[config.mk]
export PLATFORM = sky130hd
export DESIGN_NAME = gb_vram_arbiter
export DESIGN_NICKNAME = d
export VERILOG_FILES = /design/src/rtl/gb_vram_pkg.sv /design/src/rtl/gb_vram_post_buf.sv /design/src/rtl/gb_vram_arbiter.sv
export SDC_FILE = /design/constraint.sdc
export NUM_CORES = 1
export LEC_CHECK = 0
export CAP_MARGIN = 10
export CELL_PAD_IN_SITES_DETAIL_PLACEMENT = 0
export CELL_PAD_IN_SITES_GLOBAL_PLACEMENT = 2
export CORE_ASPECT_RATIO = 1.75
export CORE_MARGIN = 2
export CORE_UTILIZATION = 15
export DETAILED_ROUTE_END_ITERATION = 8
export PLACE_DENSITY_LB_ADDON = 0.1
export RECOVER_POWER = 25
export SLEW_MARGIN = 20
export SYNTH_ARGS = -nofsm -noshare
export SYNTH_HDL_FRONTEND = slang
export SYNTH_SLANG_ARGS = --single-unit
export TNS_END_PERCENT = 20
[constraint.sdc]
create_clock -name clk -period 1.28 [get_ports clk]
set_input_delay 0.256 -clock clk [delete_from_list [all_inputs] [get_ports clk]]
set_output_delay 0.256 -clock clk [all_outputs]
set_load 0.01 [all_outputs]
[src/rtl/gb_vram_pkg.sv]
// Shared types and constants for the VRAM port arbiter.
package gb_vram_pkg;

  typedef enum logic [1:0] {
    S_CPU   = 2'd0,
    S_PPU   = 2'd1,
    S_FLUSH = 2'd2
  } vram_owner_e;

  localparam logic [1:0] PPU_MODE_DRAW = 2'd3;
  localparam logic [2:0] VRAM_HIT      = 3'b100;
  localparam logic [7:0] CPU_OPEN_BUS  = 8'hFF;

  // Takes only the top three address bits so callers pass exactly the page field.
  function automatic logic is_vram_hit(input logic [2:0] page);
    return page == VRAM_HIT;
  endfunction

endpackage

[src/rtl/gb_vram_post_buf.sv]
// Single-entry buffer holding the most recent CPU write blocked during drawing.
module gb_vram_post_buf (
  input  logic        clk,
  input  logic        reset,
  input  logic        capture,
  input  logic [15:0] capture_addr,
  input  logic [7:0]  capture_data,
  input  logic        clear,
  output logic        pending,
  output logic [15:0] addr,
  output logic [7:0]  data
);
  import gb_vram_pkg::*;

  logic        pending_reg;
  logic [15:0] addr_reg;
  logic [7:0]  data_reg;

  // Capture has priority: a newer blocked write always replaces the entry.
  always_ff @(posedge clk) begin
    if (reset) begin
      pending_reg <= 1'b0;
      addr_reg    <= 16'h0000;
      data_reg    <= 8'h00;
    end else if (capture) begin
      pending_reg <= 1'b1;
      addr_reg    <= capture_addr;
      data_reg    <= capture_data;
    end else if (clear) begin
      pending_reg <= 1'b0;
    end
  end

  assign pending = pending_reg;
  assign addr    = addr_reg;
  assign data    = data_reg;

endmodule

[src/rtl/gb_vram_arbiter.sv]
// Shares the single VRAM port between CPU and PPU fetcher based on PPU mode.
// Optional VRAM_WRITE_POST_EN: post CPU writes blocked during drawing and flush them afterwards.
module gb_vram_arbiter (
  input  logic        clk,
  input  logic        reset,
  input  logic [1:0]  ppu_mode,
  input  logic        ppu_req,
  input  logic [15:0] ppu_addr,
  output logic [7:0]  ppu_rdata,
  output logic        ppu_valid,
  input  logic        cpu_req,
  input  logic        cpu_we,
  input  logic [15:0] cpu_addr,
  input  logic [7:0]  cpu_wdata,
  output logic [7:0]  cpu_rdata,
  output logic        cpu_ack,
  output logic [15:0] vram_addr,
  output logic [7:0]  vram_wdata,
  output logic        vram_wren,
  input  logic [7:0]  vram_rdata
);
  import gb_vram_pkg::*;

  vram_owner_e state_reg, state_next;

  logic        cpu_hit_req;
  logic        cpu_service;
  logic        ppu_service;
  logic        wren_raw;
  logic        flush_needed;
  logic [15:0] post_addr;
  logic [7:0]  post_data;

  logic        cpu_ack_reg;
  logic [7:0]  cpu_rdata_reg;
  logic        ppu_valid_reg;
  logic [7:0]  ppu_rdata_reg;

  assign cpu_hit_req = cpu_req & is_vram_hit(cpu_addr[15:13]);

`ifdef VRAM_WRITE_POST_EN
  logic post_capture;
  logic post_clear;
  logic post_pending;

  assign post_capture = (state_reg == S_PPU) & cpu_hit_req & cpu_we;
  assign post_clear   = (state_reg == S_FLUSH);
  // A write blocked in the exit cycle itself must still be flushed.
  assign flush_needed = post_pending | post_capture;

  gb_vram_post_buf u_post_buf (
    .clk          (clk),
    .reset        (reset),
    .capture      (post_capture),
    .capture_addr (cpu_addr),
    .capture_data (cpu_wdata),
    .clear        (post_clear),
    .pending      (post_pending),
    .addr         (post_addr),
    .data         (post_data)
  );
`else
  assign flush_needed = 1'b0;
  assign post_addr    = 16'h0000;
  assign post_data    = 8'h00;
`endif

  always_comb begin
    state_next  = state_reg;
    vram_addr   = cpu_addr;
    vram_wdata  = cpu_wdata;
    wren_raw    = 1'b0;
    cpu_service = 1'b0;
    ppu_service = 1'b0;
    case (state_reg)
      S_CPU: begin
        wren_raw    = cpu_hit_req & cpu_we;
        cpu_service = cpu_hit_req;
        if (ppu_mode == PPU_MODE_DRAW) state_next = S_PPU;
      end
      S_PPU: begin
        vram_addr   = ppu_addr;
        cpu_service = cpu_hit_req;
        ppu_service = ppu_req;
        if (ppu_mode != PPU_MODE_DRAW) state_next = flush_needed ? S_FLUSH : S_CPU;
      end
      S_FLUSH: begin
        // CPU is stalled here; it keeps cpu_req high and is served in S_CPU.
        vram_addr  = post_addr;
        vram_wdata = post_data;
        wren_raw   = 1'b1;
        state_next = S_CPU;
      end
      default: state_next = S_CPU;
    endcase
  end

  assign vram_wren = wren_raw & ~reset;

  always_ff @(posedge clk) begin
    if (reset) begin
      state_reg     <= S_CPU;
      cpu_ack_reg   <= 1'b0;
      cpu_rdata_reg <= CPU_OPEN_BUS;
      ppu_valid_reg <= 1'b0;
      ppu_rdata_reg <= 8'h00;
    end else begin
      state_reg   <= state_next;
      cpu_ack_reg <= cpu_service;
      if (cpu_service & ~cpu_we)
        cpu_rdata_reg <= (state_reg == S_PPU) ? CPU_OPEN_BUS : vram_rdata;
      ppu_valid_reg <= ppu_service;
      if (ppu_service) ppu_rdata_reg <= vram_rdata;
    end
  end

  assign cpu_ack   = cpu_ack_reg;
  assign cpu_rdata = cpu_rdata_reg;
  assign ppu_valid = ppu_valid_reg;
  assign ppu_rdata = ppu_rdata_reg;

endmodule

Yosys cells after proc, flatten, opt, wreduce, memory -nomap -nowiden
Index checks and enable logic that the tools add are counted.
Word-level totals
  register bits: 20
  latch bits: 0
  memory bits (writable): 0
  ROM bits: 0
  input bits: 55
  output and inout bits: 43
  word-level logic and storage cells: 30
  memories: 0
Operators by class
  add/sub/neg operators: 0
  multiply operators: 0
  divide/modulo/power cells: 0
  magnitude comparators: 0
  eq/ne operators: 7
  shifts and indexed selects: 0
  multiplexer cells: 9
  bitwise operators: 6
  reduce and logical (&&, ||, !) cells: 3
Operators with widths (number)
  one-hot mux 16 bit (2 select lines): 1
  2-to-1 mux 8 bit: 2
  inequality test 2 bit (second input constant): 3
  AND 1 bit: 4
  == test 2 bit (second input constant): 2
  2-to-1 mux 2 bit: 2
  one-hot mux 2 bit (2 select lines): 1
  == test 3 bit (second input constant): 1
  == test 2 x 1 -> 1 bit (second input constant): 1
  logical NOT 2 bit: 1
  2-to-1 mux 1 bit: 2
  inverter 1 bit: 2
  one-hot mux 1 bit (2 select lines): 1
  AND reduction 2 bit: 1
  OR reduction 2 bit: 1

Longest topological paths before layout
  word-level depth: 5
  mapped depth: 4
  gate-level depth less buffers: 3

Worst setup path after synthesis
No wires, ideal clock.
  path kind: register -> output
  start: reg state_reg[0]
  end: out vram_wren
  arrival: 0.957 ns
  data required time: 1.024 ns
  slack: 0.067 ns
  cell stages (with the launch flop): 4
  path buffers: 2
  cell sequence: dfxtp_1 -> buf_4 -> buf_2 -> nor4b_2
On the way
  longest elaborated chain between the ends: 3
  elaborated cells between the ends (all ways): 4
  those cells by class: eq/ne (1); mux (1); bitwise (1); reduce/logical (1)
RTL lines
  from (decl): RTL line gb_vram_arbiter.sv:24  | vram_owner_e state_reg, state_next;
  from (signal assigned): RTL line gb_vram_arbiter.sv:108  | state_reg <= state_next;
  == test 2 bit or logical NOT 2 bit (tied branches): RTL line gb_vram_arbiter.sv:75  | case (state_reg)
  one-hot mux 1 bit (2 select lines) (*): RTL line gb_vram_arbiter.sv:75
  AND 1 bit (*): RTL line gb_vram_arbiter.sv:98  | assign vram_wren = wren_raw & ~reset;
  to (decl): RTL line gb_vram_arbiter.sv:19  | output logic vram_wren,
Every way passes the cells marked *; elsewhere a longest branch is shown, timed or not.

Worst setup path after layout
  start: reg state_reg[0]
  end: out vram_addr[15]
On the way
  longest elaborated chain between the ends: 2
  elaborated cells between the ends (all ways): 3
  those cells by class: eq/ne (2); mux (1)
RTL lines
  == test 2 bit or == test 2 x 1 -> 1 bit (tied branches): RTL line gb_vram_arbiter.sv:75
  one-hot mux 16 bit (2 select lines) (*): RTL line gb_vram_arbiter.sv:75
  to (decl): RTL line gb_vram_arbiter.sv:17  | output logic [15:0] vram_addr,
Marks and branches as above.

==> impl_results.md <==
- Most common cell after layout, fill and taps aside: clkdlybuf4s50_1
- Vias in the first global route: between 1000 and 1500
- Synth-to-layout area growth: 101%
- Worst Path Required: about 1.0 ns
- Outcome: complete, but fails checks
- Num Clock Sinks: 19
- Nets@finish: between 200 and 250
- Total track usage: 0.110
- Post-synth cell types: 15
- Setup TNS: -4.06 ns
- Worst EP arrival: around 1.3 ns
- Vias: between 1000 and 1500
- Post-route ant nets: 0
- Final Slew Violations: 0
- Switching pwr: 397 uW
- CORE AREA: around 7000 um^2
- Post-synth net total: between 150 and 200
- Peak VDD IR: approximately 0.00036 V
- Pin count of the biggest net entering global routing: 28
- Seq cells post-synth: 19
- Cells after synthesis: between 100 and 150
- Internal power: between 1 and 1.5 mW
- Hold-fix buffers at CTS: 0
- Final Cell Area: around 2100 um^2
- Die area: ~7700 um^2
- Area after DPL: a little under 2000 um^2
- H-tree Lvls: 1
- Root buffer cell: clkbuf_16
- Clock power share: 0.384
- Grt total ovfl: 0
- Most frequent cells in the layout: clkdlybuf4s50_1, dlygate4sd2_1, dfxtp_1
- Worst slew pin tran: roughly 0.32 ns
- Sequential power share: 0.355
- WL per Instance: 15.1 um
- Mux cell area share after synthesis: 0.282
- Final wirelength: 4100 um
- Logic gate share of total power: 0.261
- Reg clk slew, reported paths: approximately 0.06 ns
- Worst Setup End Kind: output port
- Drt drc: 0
- DR pass1 iterations: 4
- Net Sw Frac: 0.232
- Mapped cell area: roughly 1100 um^2
- Syn_area_per_cell: 9.86 um^2
- Adder-Cell Fraction of Synth Area: 0
- Area occupied by multi-input gates: between 500 and 600 um^2
- Critical-path maximum fanout: 5
- RSZ-0062 raised after global routing: yes
- Max Cap Viol: 0
- First-iteration detailed-routing DRC count: 23
- YS warnings: 0
- Fill count: between 700 and 800
- Critical Setup Path Class: reg2out
- Max Clock Skew: 0.00238 ns
- Fmax: about 640 MHz
- CTS tree: yes
- Sequential area share after synthesis: 0.361
- Area share of and/or/nand/nor cells after synthesis: 0.210
- First-pass GRT wire length: approximately 6300 um
- CP startpoint kind: flop
- CTS max path bufs: 2
- Slew Limit Headroom: 0.789
- Worst hold path class: reg2reg
- Port buffer count: roughly 80
- Total CTS buffers: 3
- Compound-Gate Fraction of Synth Area: 0.0380
- Initial Util: 0.154
- Initial antenna violation count: 0
- Final hold vios: 0
- Share of post-route cells with drive strength above 1: 0.298
- Final Core Density: 0.309
- Pleak: about 0.86 nW
- Seq. cell area: 384 um^2
- Final Cycle Share: 1.22
- Power Density: 808 nW/um^2
- Post-Synth XOR/XNOR Area: 0
- Largest family of logic cells by synthesized area: multiplexers
- Drt via density: between 3 and 4
- Die Wd: 67.4 um
- Place WS: -0.709 ns
- Final setup margin: -0.286 ns
- I/O pin count: slightly below 100
- N_diodes: 0
- Row count: 40
- Die Span Y: 115 um
- Final min period: 1.57 ns
- Worst-Skew Late Latency: 0.25 ns
- GPL Wtd Cong: 0.728
- Setup violators final: 17
- Failing checks: negative setup slack
- DPL Wire Length: about 3200 um
[routing by layer]
metal | global-route usage | up-vias | part of all wire
met3 | 0.0352 | 6 | 0.067
li1 | - | 523 | -
met5 | 0 | - | 0
met4 | 0.0449 | 0 | 0.022
met2 | 0.204 | 44 | 0.56
met1 | 0.109 | 502 | 0.35
[through the flow]
step	hold slack [ns]	power (mW)	cells
global route	0.478	1.79	272
finish	0.452	1.71	272
global placement	0.452	1.02	263
CTS	0.457	1.75	273
floorplan	0.370	0.786	107
detailed placement	0.449	1.03	263
[synth_stat cells]
cell / n / area (um^2)
a21oi_1: 8 / 40.0
buf_2: 5 / 25.0
buf_4: 9 / 67.6
buf_6: 2 / 22.5
dfxtp_1: 19 / 380
mux2_1: 6 / 67.6
mux2_4: 10 / 150
mux2i_1: 8 / 80.1
nand2_1: 10 / 37.5
nand3_1: 8 / 40.0
nand4bb_4: 1 / 27.5
nor2_1: 11 / 41.3
nor2_8: 1 / 20.0
nor3_1: 8 / 40.0
nor4b_2: 1 / 15.0
[critical path, cell delays in order (launching register included)]
cell and delay, ns:
dfxtp_4 0.37, buf_12 0.13, buf_12 0.13, mux2_4 0.30
buf_6 0.12
[timing repair]
action | CTS | global route
endpoints found under the setup margin | 43 | 29
buffers inserted | 4 | 0
resized for setup | 122 | 1
pin swaps | 3 | 0
cloned | 2 | 0
[worst paths after layout]
check | cells past startpoint | end | slack, ns | startpoint
max reg2reg | 5 | cpu_rdata[7] | 0.11 | state_reg[0]
min | 2 | ppu_rdata[1] | 0.45 | ppu_rdata[1]
max | 4 | vram_addr[15] | -0.29 | state_reg[0]
min reg2reg | 2 | ppu_rdata[1] | 0.45 | ppu_rdata[1]
[power groups by stage]
| stage | clock (mW) | combinational, mW | sequential (mW) |
|---|---|---|---|
| 2_1_floorplan | 0 | 0.162 | 0.624 |
| 3_3_place_gp | 0 | 0.403 | 0.621 |
| 3_5_place_dp | 0 | 0.408 | 0.621 |
| 4_1_cts | 0.677 | 0.461 | 0.608 |
| 5_1_grt | 0.706 | 0.475 | 0.610 |
| 6_report | 0.659 | 0.447 | 0.608 |
[final cells by class]
class | instances | area share
clock inverters | 1 | 0.00236
well taps | 84 | 0.0495
multi-input cells | 72 | 0.280
flip-flops and latches | 19 | 0.181
clock buffers | 3 | 0.0354
repair buffers | 93 | 0.452
[kinds of logic (layout without fill, tap and decap cells)]
family          Yosys count  in the layout
mux                      24             24
simple gates             40             40
flops                    19             19
compound gates            8              8
buf+inv                  16             97
No activity file was read; power rests on OpenSTA's default activity.
